**src/rtl/transpose_pkg.sv**
```systemverilog
// ---------------------------------------------------------------------------
// transpose_pkg : read-mode encodings and circulant bank mapping. Rev 1.0
// ---------------------------------------------------------------------------
`default_nettype none

package transpose_pkg;

   typedef enum logic {
      RMODE_ROW = 1'b0,
      RMODE_COL = 1'b1
   } rmode_e;

   // Element (r,c) lives in bank r+c; callers truncate the result to their
   // index width, which makes the sum modulo N for power-of-two N.
   function automatic logic [31:0] circ_bank(input logic [31:0] row_idx,
                                             input logic [31:0] col_idx);
      return row_idx + col_idx;
   endfunction

endpackage

`default_nettype wire

```
**src/rtl/barrel_rotator.sv**
```systemverilog
// ---------------------------------------------------------------------------
// barrel_rotator : log2(N)-stage element rotator, out[i] = in[(i+shift)%N].
// Rev 1.0
// ---------------------------------------------------------------------------
`default_nettype none

module barrel_rotator #(
   parameter int NUM_ELEM = 4,
   parameter int ELEM_W   = 8,
   parameter int SHIFT_W  = $clog2(NUM_ELEM)
) (
   input  logic [NUM_ELEM*ELEM_W-1:0] data_in,
   input  logic [SHIFT_W-1:0]         shift,
   output logic [NUM_ELEM*ELEM_W-1:0] data_out
);

   localparam int TOT_W = NUM_ELEM * ELEM_W;

   always_comb begin
      data_out = data_in;
      for (int s = 0; s < SHIFT_W; s++) begin
         if (shift[s]) begin
            data_out = (data_out >> ((1 << s) * ELEM_W)) |
                       (data_out << (TOT_W - (1 << s) * ELEM_W));
         end
      end
   end

endmodule

`default_nettype wire

```
**src/rtl/bram_mem.sv**
```systemverilog
// ---------------------------------------------------------------------------
// bram_mem : simple dual-port RAM, registered read, read-first. Rev 1.0
// ---------------------------------------------------------------------------
`default_nettype none

module bram_mem #(
   parameter int DATAW = 8,
   parameter int DEPTH = 4,
   parameter int ADDRW = 2
) (
   input  logic             clk,
   input  logic             we,
   input  logic [ADDRW-1:0] waddr,
   input  logic [DATAW-1:0] wdata,
   input  logic             re,
   input  logic [ADDRW-1:0] raddr,
   output logic [DATAW-1:0] rdata
);

   logic [DATAW-1:0] mem_q [DEPTH];
   logic [DATAW-1:0] rdata_q;

   always_ff @(posedge clk) begin
      if (we) mem_q[waddr] <= wdata;
      if (re) rdata_q <= mem_q[raddr];
   end

   assign rdata = rdata_q;

endmodule

`default_nettype wire

```
**src/rtl/circulant_transpose_buffer.sv**
```systemverilog
// ---------------------------------------------------------------------------
// circulant_transpose_buffer : NxN matrix store with row and column (transpose)
// reads. Define CTB_OUTPUT_REG_EN to register the rotator output. Rev 1.0
// ---------------------------------------------------------------------------
`default_nettype none

module circulant_transpose_buffer
   import transpose_pkg::*;
#(
   parameter int MATRIX_DIM = 4,
   parameter int MEM_WIDTH  = 8,
   parameter int ROW_WIDTH  = MATRIX_DIM * MEM_WIDTH,
   parameter int ADDR_LEN   = $clog2(MATRIX_DIM)
) (
   input  logic                 clk,
   input  logic                 rst_n,
   input  logic                 wen,
   input  logic [ADDR_LEN-1:0]  waddr,
   input  logic [ROW_WIDTH-1:0] wdata,
   input  logic                 ren,
   input  logic                 rmode,
   input  logic [ADDR_LEN-1:0]  raddr,
   output logic                 rvalid,
   output logic                 rmode_out,
   output logic [ROW_WIDTH-1:0] rdata
);

   if (MATRIX_DIM < 2 || (MATRIX_DIM & (MATRIX_DIM - 1)) != 0) begin : g_bad_dim
      $error("MATRIX_DIM must be a power of two and at least 2");
   end

   logic                 wen_q, wen_d;
   logic [ADDR_LEN-1:0]  waddr_q, waddr_d;
   logic [ROW_WIDTH-1:0] wdata_q, wdata_d;
   logic                 ren_q, ren_d;
   rmode_e               rmode_q, rmode_d;
   logic [ADDR_LEN-1:0]  raddr_q, raddr_d;
   logic                 ren2_q, ren2_d;
   rmode_e               rmode2_q, rmode2_d;
   logic [ADDR_LEN-1:0]  raddr2_q, raddr2_d;

   logic [ADDR_LEN-1:0]  bank_raddr [MATRIX_DIM];
   logic [MEM_WIDTH-1:0] bank_wdata [MATRIX_DIM];
   logic [ROW_WIDTH-1:0] fetch_vec;
   logic [ROW_WIDTH-1:0] rot_vec;

   // Column j: bank j+i serves row i. Write: element c goes to bank r+c.
   always_comb begin
      logic [ADDR_LEN-1:0] rd_bank;
      logic [ADDR_LEN-1:0] wr_bank;
      for (int b = 0; b < MATRIX_DIM; b++) begin
         bank_raddr[b] = raddr_q;
         bank_wdata[b] = '0;
      end
      for (int i = 0; i < MATRIX_DIM; i++) begin
         rd_bank = ADDR_LEN'(circ_bank(32'(raddr_q), 32'(i)));
         wr_bank = ADDR_LEN'(circ_bank(32'(waddr_q), 32'(i)));
         if (rmode_q == RMODE_COL) bank_raddr[rd_bank] = ADDR_LEN'(i);
         bank_wdata[wr_bank] = wdata_q[i*MEM_WIDTH +: MEM_WIDTH];
      end
   end

   for (genvar b = 0; b < MATRIX_DIM; b++) begin : g_bank
      bram_mem #(
         .DATAW (MEM_WIDTH),
         .DEPTH (MATRIX_DIM),
         .ADDRW (ADDR_LEN)
      ) u_bank (
         .clk   (clk),
         .we    (wen_q),
         .waddr (waddr_q),
         .wdata (bank_wdata[b]),
         .re    (ren_q),
         .raddr (bank_raddr[b]),
         .rdata (fetch_vec[b*MEM_WIDTH +: MEM_WIDTH])
      );
   end

   // Row r and column j both need out[i] = bank[(i + index) mod N].
   barrel_rotator #(
      .NUM_ELEM (MATRIX_DIM),
      .ELEM_W   (MEM_WIDTH),
      .SHIFT_W  (ADDR_LEN)
   ) u_rot (
      .data_in  (fetch_vec),
      .shift    (raddr2_q),
      .data_out (rot_vec)
   );

   always_comb begin
      wen_d    = wen;
      waddr_d  = waddr;
      wdata_d  = wdata;
      ren_d    = ren;
      rmode_d  = rmode_e'(rmode);
      raddr_d  = raddr;
      ren2_d   = ren_q;
      rmode2_d = ren_q ? rmode_q : rmode2_q;
      raddr2_d = ren_q ? raddr_q : raddr2_q;
   end

   always_ff @(posedge clk or negedge rst_n) begin
      if (!rst_n) begin
         wen_q    <= 1'b0;
         waddr_q  <= '0;
         wdata_q  <= '0;
         ren_q    <= 1'b0;
         rmode_q  <= RMODE_ROW;
         raddr_q  <= '0;
         ren2_q   <= 1'b0;
         rmode2_q <= RMODE_ROW;
         raddr2_q <= '0;
      end else begin
         wen_q    <= wen_d;
         waddr_q  <= waddr_d;
         wdata_q  <= wdata_d;
         ren_q    <= ren_d;
         rmode_q  <= rmode_d;
         raddr_q  <= raddr_d;
         ren2_q   <= ren2_d;
         rmode2_q <= rmode2_d;
         raddr2_q <= raddr2_d;
      end
   end

`ifdef CTB_OUTPUT_REG_EN
   logic                 rvalid_q, rvalid_d;
   logic                 rmode_out_q, rmode_out_d;
   logic [ROW_WIDTH-1:0] rdata_q, rdata_d;

   always_comb begin
      rvalid_d    = ren2_q;
      rmode_out_d = ren2_q ? rmode2_q : rmode_out_q;
      rdata_d     = ren2_q ? rot_vec : rdata_q;
   end

   always_ff @(posedge clk or negedge rst_n) begin
      if (!rst_n) begin
         rvalid_q    <= 1'b0;
         rmode_out_q <= 1'b0;
         rdata_q     <= '0;
      end else begin
         rvalid_q    <= rvalid_d;
         rmode_out_q <= rmode_out_d;
         rdata_q     <= rdata_d;
      end
   end

   assign rvalid    = rvalid_q;
   assign rmode_out = rmode_out_q;
   assign rdata     = rdata_q;
`else
   // Bank outputs are not reset, so rdata is masked until a read has landed.
   logic seen_q, seen_d;

   always_comb begin
      seen_d = seen_q | ren_q;
   end

   always_ff @(posedge clk or negedge rst_n) begin
      if (!rst_n) seen_q <= 1'b0;
      else        seen_q <= seen_d;
   end

   assign rvalid    = ren2_q;
   assign rmode_out = rmode2_q;
   assign rdata     = seen_q ? rot_vec : '0;
`endif

endmodule

`default_nettype wire

```
**config.mk**
```make
export PLATFORM = sky130hd
export DESIGN_NAME = circulant_transpose_buffer
export DESIGN_NICKNAME = d
export VERILOG_FILES = /design/src/rtl/transpose_pkg.sv /design/src/rtl/barrel_rotator.sv /design/src/rtl/bram_mem.sv /design/src/rtl/circulant_transpose_buffer.sv
export SDC_FILE = /design/constraint.sdc
export NUM_CORES = 1
export LEC_CHECK = 0
export ABC_AREA = 1
export ABC_CLOCK_PERIOD_IN_PS = 4800
export CAP_MARGIN = 20
export CORE_MARGIN = 2
export CORE_UTILIZATION = 35
export CTS_CLUSTER_DIAMETER = 40
export DETAILED_ROUTE_END_ITERATION = 10
export PLACE_DENSITY = 0.52
export SYNTH_ARGS = -nofsm -noshare
export SYNTH_HDL_FRONTEND = slang
export SYNTH_SLANG_ARGS = --single-unit
```
**constraint.sdc**
```tcl
create_clock -name clk -period 4.8 [get_ports clk]
set_clock_uncertainty 0.2 [all_clocks]
set_input_delay 0.72 -clock clk [delete_from_list [all_inputs] [get_ports clk]]
set_output_delay 0.72 -clock clk [all_outputs]
set_load 0.005 [all_outputs]
```
==> results of run 1 <==
==> metal layers <==
layer | wire length (um) | up-vias
met5 | 0 | -
met4 | 231 | 0
met3 | 1250 | 24
met2 | 8920 | 167
met1 | 9750 | 2865
li1 | - | 3144
==> stage by stage <==
stage	utilization [%]	instance area, um2	setup slack (ns)	cells	hold slack (ns)
after floorplan	-	8860	1.34	888	0.224
after global placement	39.4	9870	1.85	1258	0.308
after detailed placement	39.6	9910	1.85	1260	0.314
after CTS	43.6	10900	1.29	1314	0.326
after global routing	43.6	10900	1.05	1314	0.375
final	43.6	10900	1.31	1314	0.320
==> synthesized netlist by cell type (all sizes together) <==
| master | n |
|---|---|
| nand4 | 32 |
| or2 | 9 |
| nor3 | 3 |
| a21oi | 25 |
| o21ai | 82 |
| nand2 | 387 |
| dfrtp | 44 |
| nor2 | 70 |
| nand3 | 17 |
| ha | 2 |
| inv | 10 |
| clkbuf | 20 |
| edfxtp | 160 |
| buf | 27 |
==> state kept, by name, summed over array words and instances (netlist names), 2 cells and up <==
| register | flops |
|---|---|
| raddr_q | 2 |
| raddr2_q | 2 |
| g_bank.u_bank.rdata | 32 |
| g_bank.u_bank.mem_q | 128 |
| waddr_q | 2 |
| wdata_q | 32 |
==> layout by cell type (no fill, tap or decap), types with 3 or more instances in the layout <==
cell type,instances
nor2_1,65
clkinvlp_4,5
buf_4,13
nand2_2,3
nor2_2,3
o21ai_1,10
nand3_1,16
nand4_1,32
o21ai_0,72
edfxtp_1,160
bufinv_16,5
clkdlybuf4s50_1,73
inv_1,9
clkinv_4,4
clkinv_2,3
inv_6,3
dfrtp_1,44
a21oi_1,25
clkbuf_16,29
nand2_1,384
or2_2,9
nor3_2,3
==> kinds of logic (layout without fill, tap and decap cells) <==
logic type | Yosys count | count (layout) | share of synthesized area (%)
adder cells (fa/ha/maj) | 2 | 2 | 0.282
AO/OA/AOI/OAI | 107 | 107 | 6.05
AND/OR/NAND/NOR | 518 | 518 | 23.7
flip-flops | 204 | 204 | 66.7
buffers and inverters | 57 | 153 | 3.28
==> power by group through the flow <==
stage | registers, uW | logic, uW | clock network (uW)
floorplan | 2130 | 309 | 0
global route | 2120 | 623 | 2270
global placement | 2140 | 552 | 0
finish | 2100 | 553 | 2150
detailed placement | 2140 | 559 | 0
CTS | 2100 | 560 | 2200
==> final timing paths <==
path                                   from                   endpoint  slack (ns)  cells after the start
min in group asynchronous             rst_n                 wdata_q[2]        0.42                      2
worst max register to register      rmode_q  g_bank[0].u_bank.rdata[2]        2.18                      9
worst min register to register    rmode_out                  rmode_out        0.32                      2
max in group asynchronous             rst_n                raddr2_q[0]        3.47                      3
worst min-delay path              rmode_out                  rmode_out        0.32                      2
worst max-delay path            raddr2_q[1]                  rdata[13]        1.31                      5
==> cell type report <==
cell class | count | area share, %
sequential | 204 | 54.1
inverter | 10 | 0.344
clock buffer | 31 | 6.71
multi-input combinational | 627 | 24.6
clock inverter | 22 | 2.49
timing repair buffer | 90 | 8.04
tap | 330 | 3.78
==> worst max-delay path, cell delays in order, from the launching register on <==
cell             delay (ns)
dfrtp_1                0.35
buf_4                  0.22
inv_1                  0.69
nor2_1                 0.12
nor2_1                 0.15
clkdlybuf4s50_1        0.52
==> timing repair <==
| action | in CTS | in global routing |
|---|---|---|
| setup endpoints to repair | 0 | 0 |
| hold buffers | 1 | 0 |
| buffers inserted | 0 | 0 |
| hold endpoints to repair | 9 | 0 |
| gates resized for setup | 0 | 0 |
==> run_results.csv, run 1 <==
group,metric,value,unit
run_status,status,"finished clean",
global_routing,grt_usage,15.2,%
clock_network,root_buffer,"clkbuf_16",
logic_synthesis,yosys.area.top_type_share,54.2,%
floorplanning,fp.dieArea,26600,um2
drt,vias,6200,
clock_network,clockBufferDepth,3,
timing,hold_viol,0,
clock_network,cts-buffers-inserted,29,
power_and_ir_drop,pwr-share-seq,43.7,%
setup_path,endpoint_kind,"primary output",
layout,fillers,2399,
setup_path,path_class,"reg -> out",
floorplanning,start_util,35.4,%
drt,routed_via_density,4.72,
place,port_buffers,74,
drt,drt_iter0_drc,497,
power_and_ir_drop,p_switching,1150,uW
drt,wire_per_inst,15.3,um
drt,dr.pass1.iters,5,
floorplanning,core,25000,um2
timing,setup-violations-final,0,
layout,fin_nets,1005,
drt,drt-total-wl,20.2,mm
power_and_ir_drop,p_clk_share,44.8,%
floorplanning,num_rows,58,
power_and_ir_drop,totalPowerFinal,4810,uW
clock_network,clkTransAtPathRegs,0.05,ns
clock_network,insertion_delay,0.52,ns
timing,maxSlewViolCount,0,
power_and_ir_drop,p_comb_share,11.5,%
global_routing,grtUsageMet3,2.18,%
power_and_ir_drop,p_sw_share,23.9,%
logic_synthesis,ys_seq_elements,204,
layout,synthToLayoutAreaGrowth,23.3,%
job,max_cap_viol_count,0,
timing,maxSlewHeadroom,39.3,%
logic_synthesis,ys_seq_area_share,66.7,%
layout,regArea,5910,um2
place,gp_congestion,0.794,
clock_network,htree_levels,1,
setup_path,crit_arrival,2.57,ns
global_routing,use_met1,22.7,%
logic_synthesis,synth-warning-count,0,
timing,max_freq,287,MHz
floorplanning,die_w,163,um
clock_network,cts_sinks,204,
logic_synthesis,syn_nets,931,
logic_synthesis,netlist_top_cells_area,"edfxtp_1, nand2_1, dfrtp_1, o21ai_0, nor2_1",
global_routing,grt_pass1_wl,31.6,mm
power_and_ir_drop,leakage,0.00428,uW
floorplanning,die-height,163,um
logic_synthesis,netlist_area,8860,um2
layout,layout-drive-gt1-share,8.84,%
timing,grt_setup_unrepaired,"no",
power_and_ir_drop,power_density,440,nW/um2
floorplanning,pin_count,75,
global_routing,antenna_found_initial,0,
setup_path,crit_fanout,33,
global_routing,grt_pass1_vias,5669,
logic_synthesis,avgSynthCellArea,9.98,um2
layout,multi_input_area,2680,um2
logic_synthesis,yosysTopAreaCell,"edfxtp_1",
global_routing,grt_use_met2,23.5,%
drt,drc,0,
global_routing,grt-ovfl-total,0,
timing,fin_setup_tns,0,ns
setup_path,startpoint_type,"flip-flop",
timing,period_needed,3.49,ns
min_path,holdCritPathClass,"reg -> reg",
timing,min_period_over_period,72.7,%
power_and_ir_drop,intPower,3660,uW
clock_network,cts_tree,"done",
timing,tightest_slew,0.909,ns
drt,antenna_left,0,
logic_synthesis,synthCells,888,
logic_synthesis,synth.distinct_cells,22,
global_routing,top_usage_layer,"met2",
power_and_ir_drop,ir_worst_vdd,236,uV
global_routing,grt_max_degree,41,
layout,antennaDiodeCount,0,
place,dp_hpwl,13.2,mm
setup_path,critical_path_required,3.88,ns
Power figures use the tool's default switching activity.
==> run 2: changes to the inputs <==
--- a/config.mk
+++ b/config.mk
@@ -6,7 +6,7 @@
 export NUM_CORES = 1
 export LEC_CHECK = 0
 export ABC_AREA = 1
-export ABC_CLOCK_PERIOD_IN_PS = 4800
+export ABC_CLOCK_PERIOD_IN_PS = 3600
 export CAP_MARGIN = 20
 export CORE_MARGIN = 2
 export CORE_UTILIZATION = 35
==> constraint.sdc (replaced) <==
create_clock -name clk -period 3.6 [get_ports clk]
set_clock_uncertainty 0.2 [all_clocks]
set_input_delay 0.54 -clock clk [delete_from_list [all_inputs] [get_ports clk]]
set_output_delay 0.54 -clock clk [all_outputs]
set_load 0.005 [all_outputs]
==> run_results.csv, run 2 (synthesized netlist as in run 1, its figures left out) <==
group,metric,value,unit
timing,maxSlewHeadroom,33.1,%
layout,final_common_cell,"nand2_1",
setup_path,r2r_end,"g_bank[2].u_bank.rdata[5]",
layout,final_util,43.8,%
power_and_ir_drop,leakage,0.00432,uW
setup_path,crit_chain,"o21ai_0, nor2_1, clkdlybuf4s50_1",
drt,antenna_left,0,
clock_network,cts_tree,"done",
layout,layout-drive-gt1-share,9.20,%
power_and_ir_drop,power_density,594,nW/um2
clock_network,cts_sinks,204,
setup_path,path_class,"reg -> out",
floorplanning,start_util,35.4,%
timing,fin_setup_tns,0,ns
drt,drt_iter0_drc,505,
clock_network,root_buffer,"clkbuf_16",
clock_network,clockBufferDepth,3,
place,port_buffers,74,
layout,stdcell_count,1319,
min_path,holdCritPathClass,"in -> reg",
timing,period_needed,3.09,ns
layout,fin_nets,1009,
min_path,whs_endpoint,"wdata_q[2]",
global_routing,grt-ovfl-total,0,
clock_network,insertion_delay,0.54,ns
global_routing,grt_usage,15.4,%
place,dp_hpwl,13.4,mm
setup_path,r2r_setup_slack,1.17,ns
setup_path,reg2reg_depth,9,
min_path,hold_start,"wdata[2]",
timing,setup-violations-final,0,
setup_path,cp_slowest_cell,"dfrtp_1",
global_routing,top_usage_layer,"met2",
timing,maxSlewViolCount,0,
place,gp_congestion,0.797,
global_routing,grt_max_degree,35,
timing,grt_setup_unrepaired,"no",
setup_path,endpoint_kind,"primary output",
job,max_cap_viol_count,0,
layout,largest_reg_flops,128,
min_path,hold_depth,1,
drt,vias,6238,
layout,regMostFlops,"g_bank.u_bank.mem_q",
floorplanning,pin_count,75,
drt,wire_per_inst,15.2,um
layout,antennaDiodeCount,0,
timing,min_period_over_period,85.9,%
place,place_inst,1263,
drt,dr.pass1.iters,4,
setup_path,crit_family,"flip-flops",
clock_network,clkTransAtPathRegs,0.05,ns
global_routing,grt_pass1_wl,31.9,mm
floorplanning,die_w,163,um
power_and_ir_drop,ir_worst_vdd,343,uV
layout,layout_common_cells,"nand2_1, edfxtp_1, clkdlybuf4s50_1, o21ai_0, nor2_1",
clock_network,post-cts-setup-buffers,0,
setup_path,rr_startpoint,"rmode_q",
floorplanning,core,25000,um2
global_routing,grt_pass1_vias,5773,
global_routing,grt_use_met2,24.5,%
floorplanning,die-height,163,um
setup_path,cpPeakStageDelay,0.87,ns
setup_path,crit_arrival,2.35,ns
global_routing,grtUsageMet3,2.41,%
timing,hold_viol,0,
setup_path,crit_buf_inv,1,
setup_path,crit_fanout,33,
setup_path,startpoint_type,"flip-flop",
layout,synthToLayoutAreaGrowth,23.9,%
global_routing,use_met1,22.3,%
setup_path,critical_path_required,2.86,ns
run_status,status,"finished clean",
floorplanning,num_rows,58,
clock_network,cts-buffers-inserted,30,
timing,max_freq,323,MHz
timing,tightest_slew,1.00,ns
clock_network,htree_levels,1,
floorplanning,fp.dieArea,26600,um2
drt,drt-total-wl,20.1,mm
global_routing,antenna_found_initial,0,
drt,drc,0,
drt,routed_via_density,4.73,
## run 2: how the worst max path moves through the flow
stage	start	endpoint	slack, ns	depth (start not counted)
after floorplan	waddr_q[0]	g_bank[0].u_bank.mem_q[1][0]	0.14	2
after global placement	seen_q	rdata[23]	1.16	3
after detailed placement	seen_q	rdata[23]	1.09	3
after CTS	seen_q	rdata[23]	0.52	3
after global routing	seen_q	rdata[23]	0.27	3
final	seen_q	rdata[23]	0.51	3
## run 2: what timing repair did
item,4_1_cts,5_1_grt
hold endpoints to repair,32,0
resized for setup,0,0
hold buffers,1,0
## run 2: worst register-to-register path, stage by stage, from the launching register on
cell	delay [ns]
dfrtp_1	0.41
inv_2	0.08
ha_1	0.21
buf_4	0.23
nor2_2	0.46
buf_4	0.36
nand2_1	0.09
nand2_1	0.07
nand3_1	0.06
nand2_1	0.13
## run 2: area by class of cell
type,instances,area (um2)
clock buffers,34,787
clock inverters,21,265
fillers,2417,14100
inverters,10,37.5
multi-input cells,627,2680
flip-flops and latches,204,5910
well taps,330,413
repair buffers,93,881
## run 2: power by group
part / internal (uW) / switching [uW]
sequential: 2740 / 77.4
combinational: 298 / 427
clock: 1940 / 1030
total: 4980 / 1540
## run 2: stage by stage
step / total power, uW / cell area [um2] / worst slack, ns / hold WS [ns]
after floorplan: 3250 / 8860 / 0.138 / 0.0444
final: 6520 / 11000 / 0.508 / 0.239
after global placement: 3590 / 9910 / 1.16 / 0.371
after CTS: 6590 / 11000 / 0.518 / 0.222
after detailed placement: 3600 / 9910 / 1.09 / 0.376
after global routing: 6800 / 11000 / 0.266 / 0.229
## run 2: per-layer routing
metal / share of wire, % / routed length [um] / vias to the layer above
li1: - / - / 3153
met1: 48 / 9710 / 2889
met2: 45 / 9120 / 173
met3: 5.1 / 1030 / 23
met4: 1.3 / 257 / 0
met5: 0 / 0 / -
==> run 3: changes to the inputs <==
--- a/config.mk
+++ b/config.mk
@@ -13,6 +13,7 @@
 export CTS_CLUSTER_DIAMETER = 40
 export DETAILED_ROUTE_END_ITERATION = 10
 export PLACE_DENSITY = 0.52
+export SLEW_MARGIN = 15
 export SYNTH_ARGS = -nofsm -noshare
 export SYNTH_HDL_FRONTEND = slang
 export SYNTH_SLANG_ARGS = --single-unit
==> results of run 3 <==
The final DEF is identical to that of run 2; final timing and power are the same.
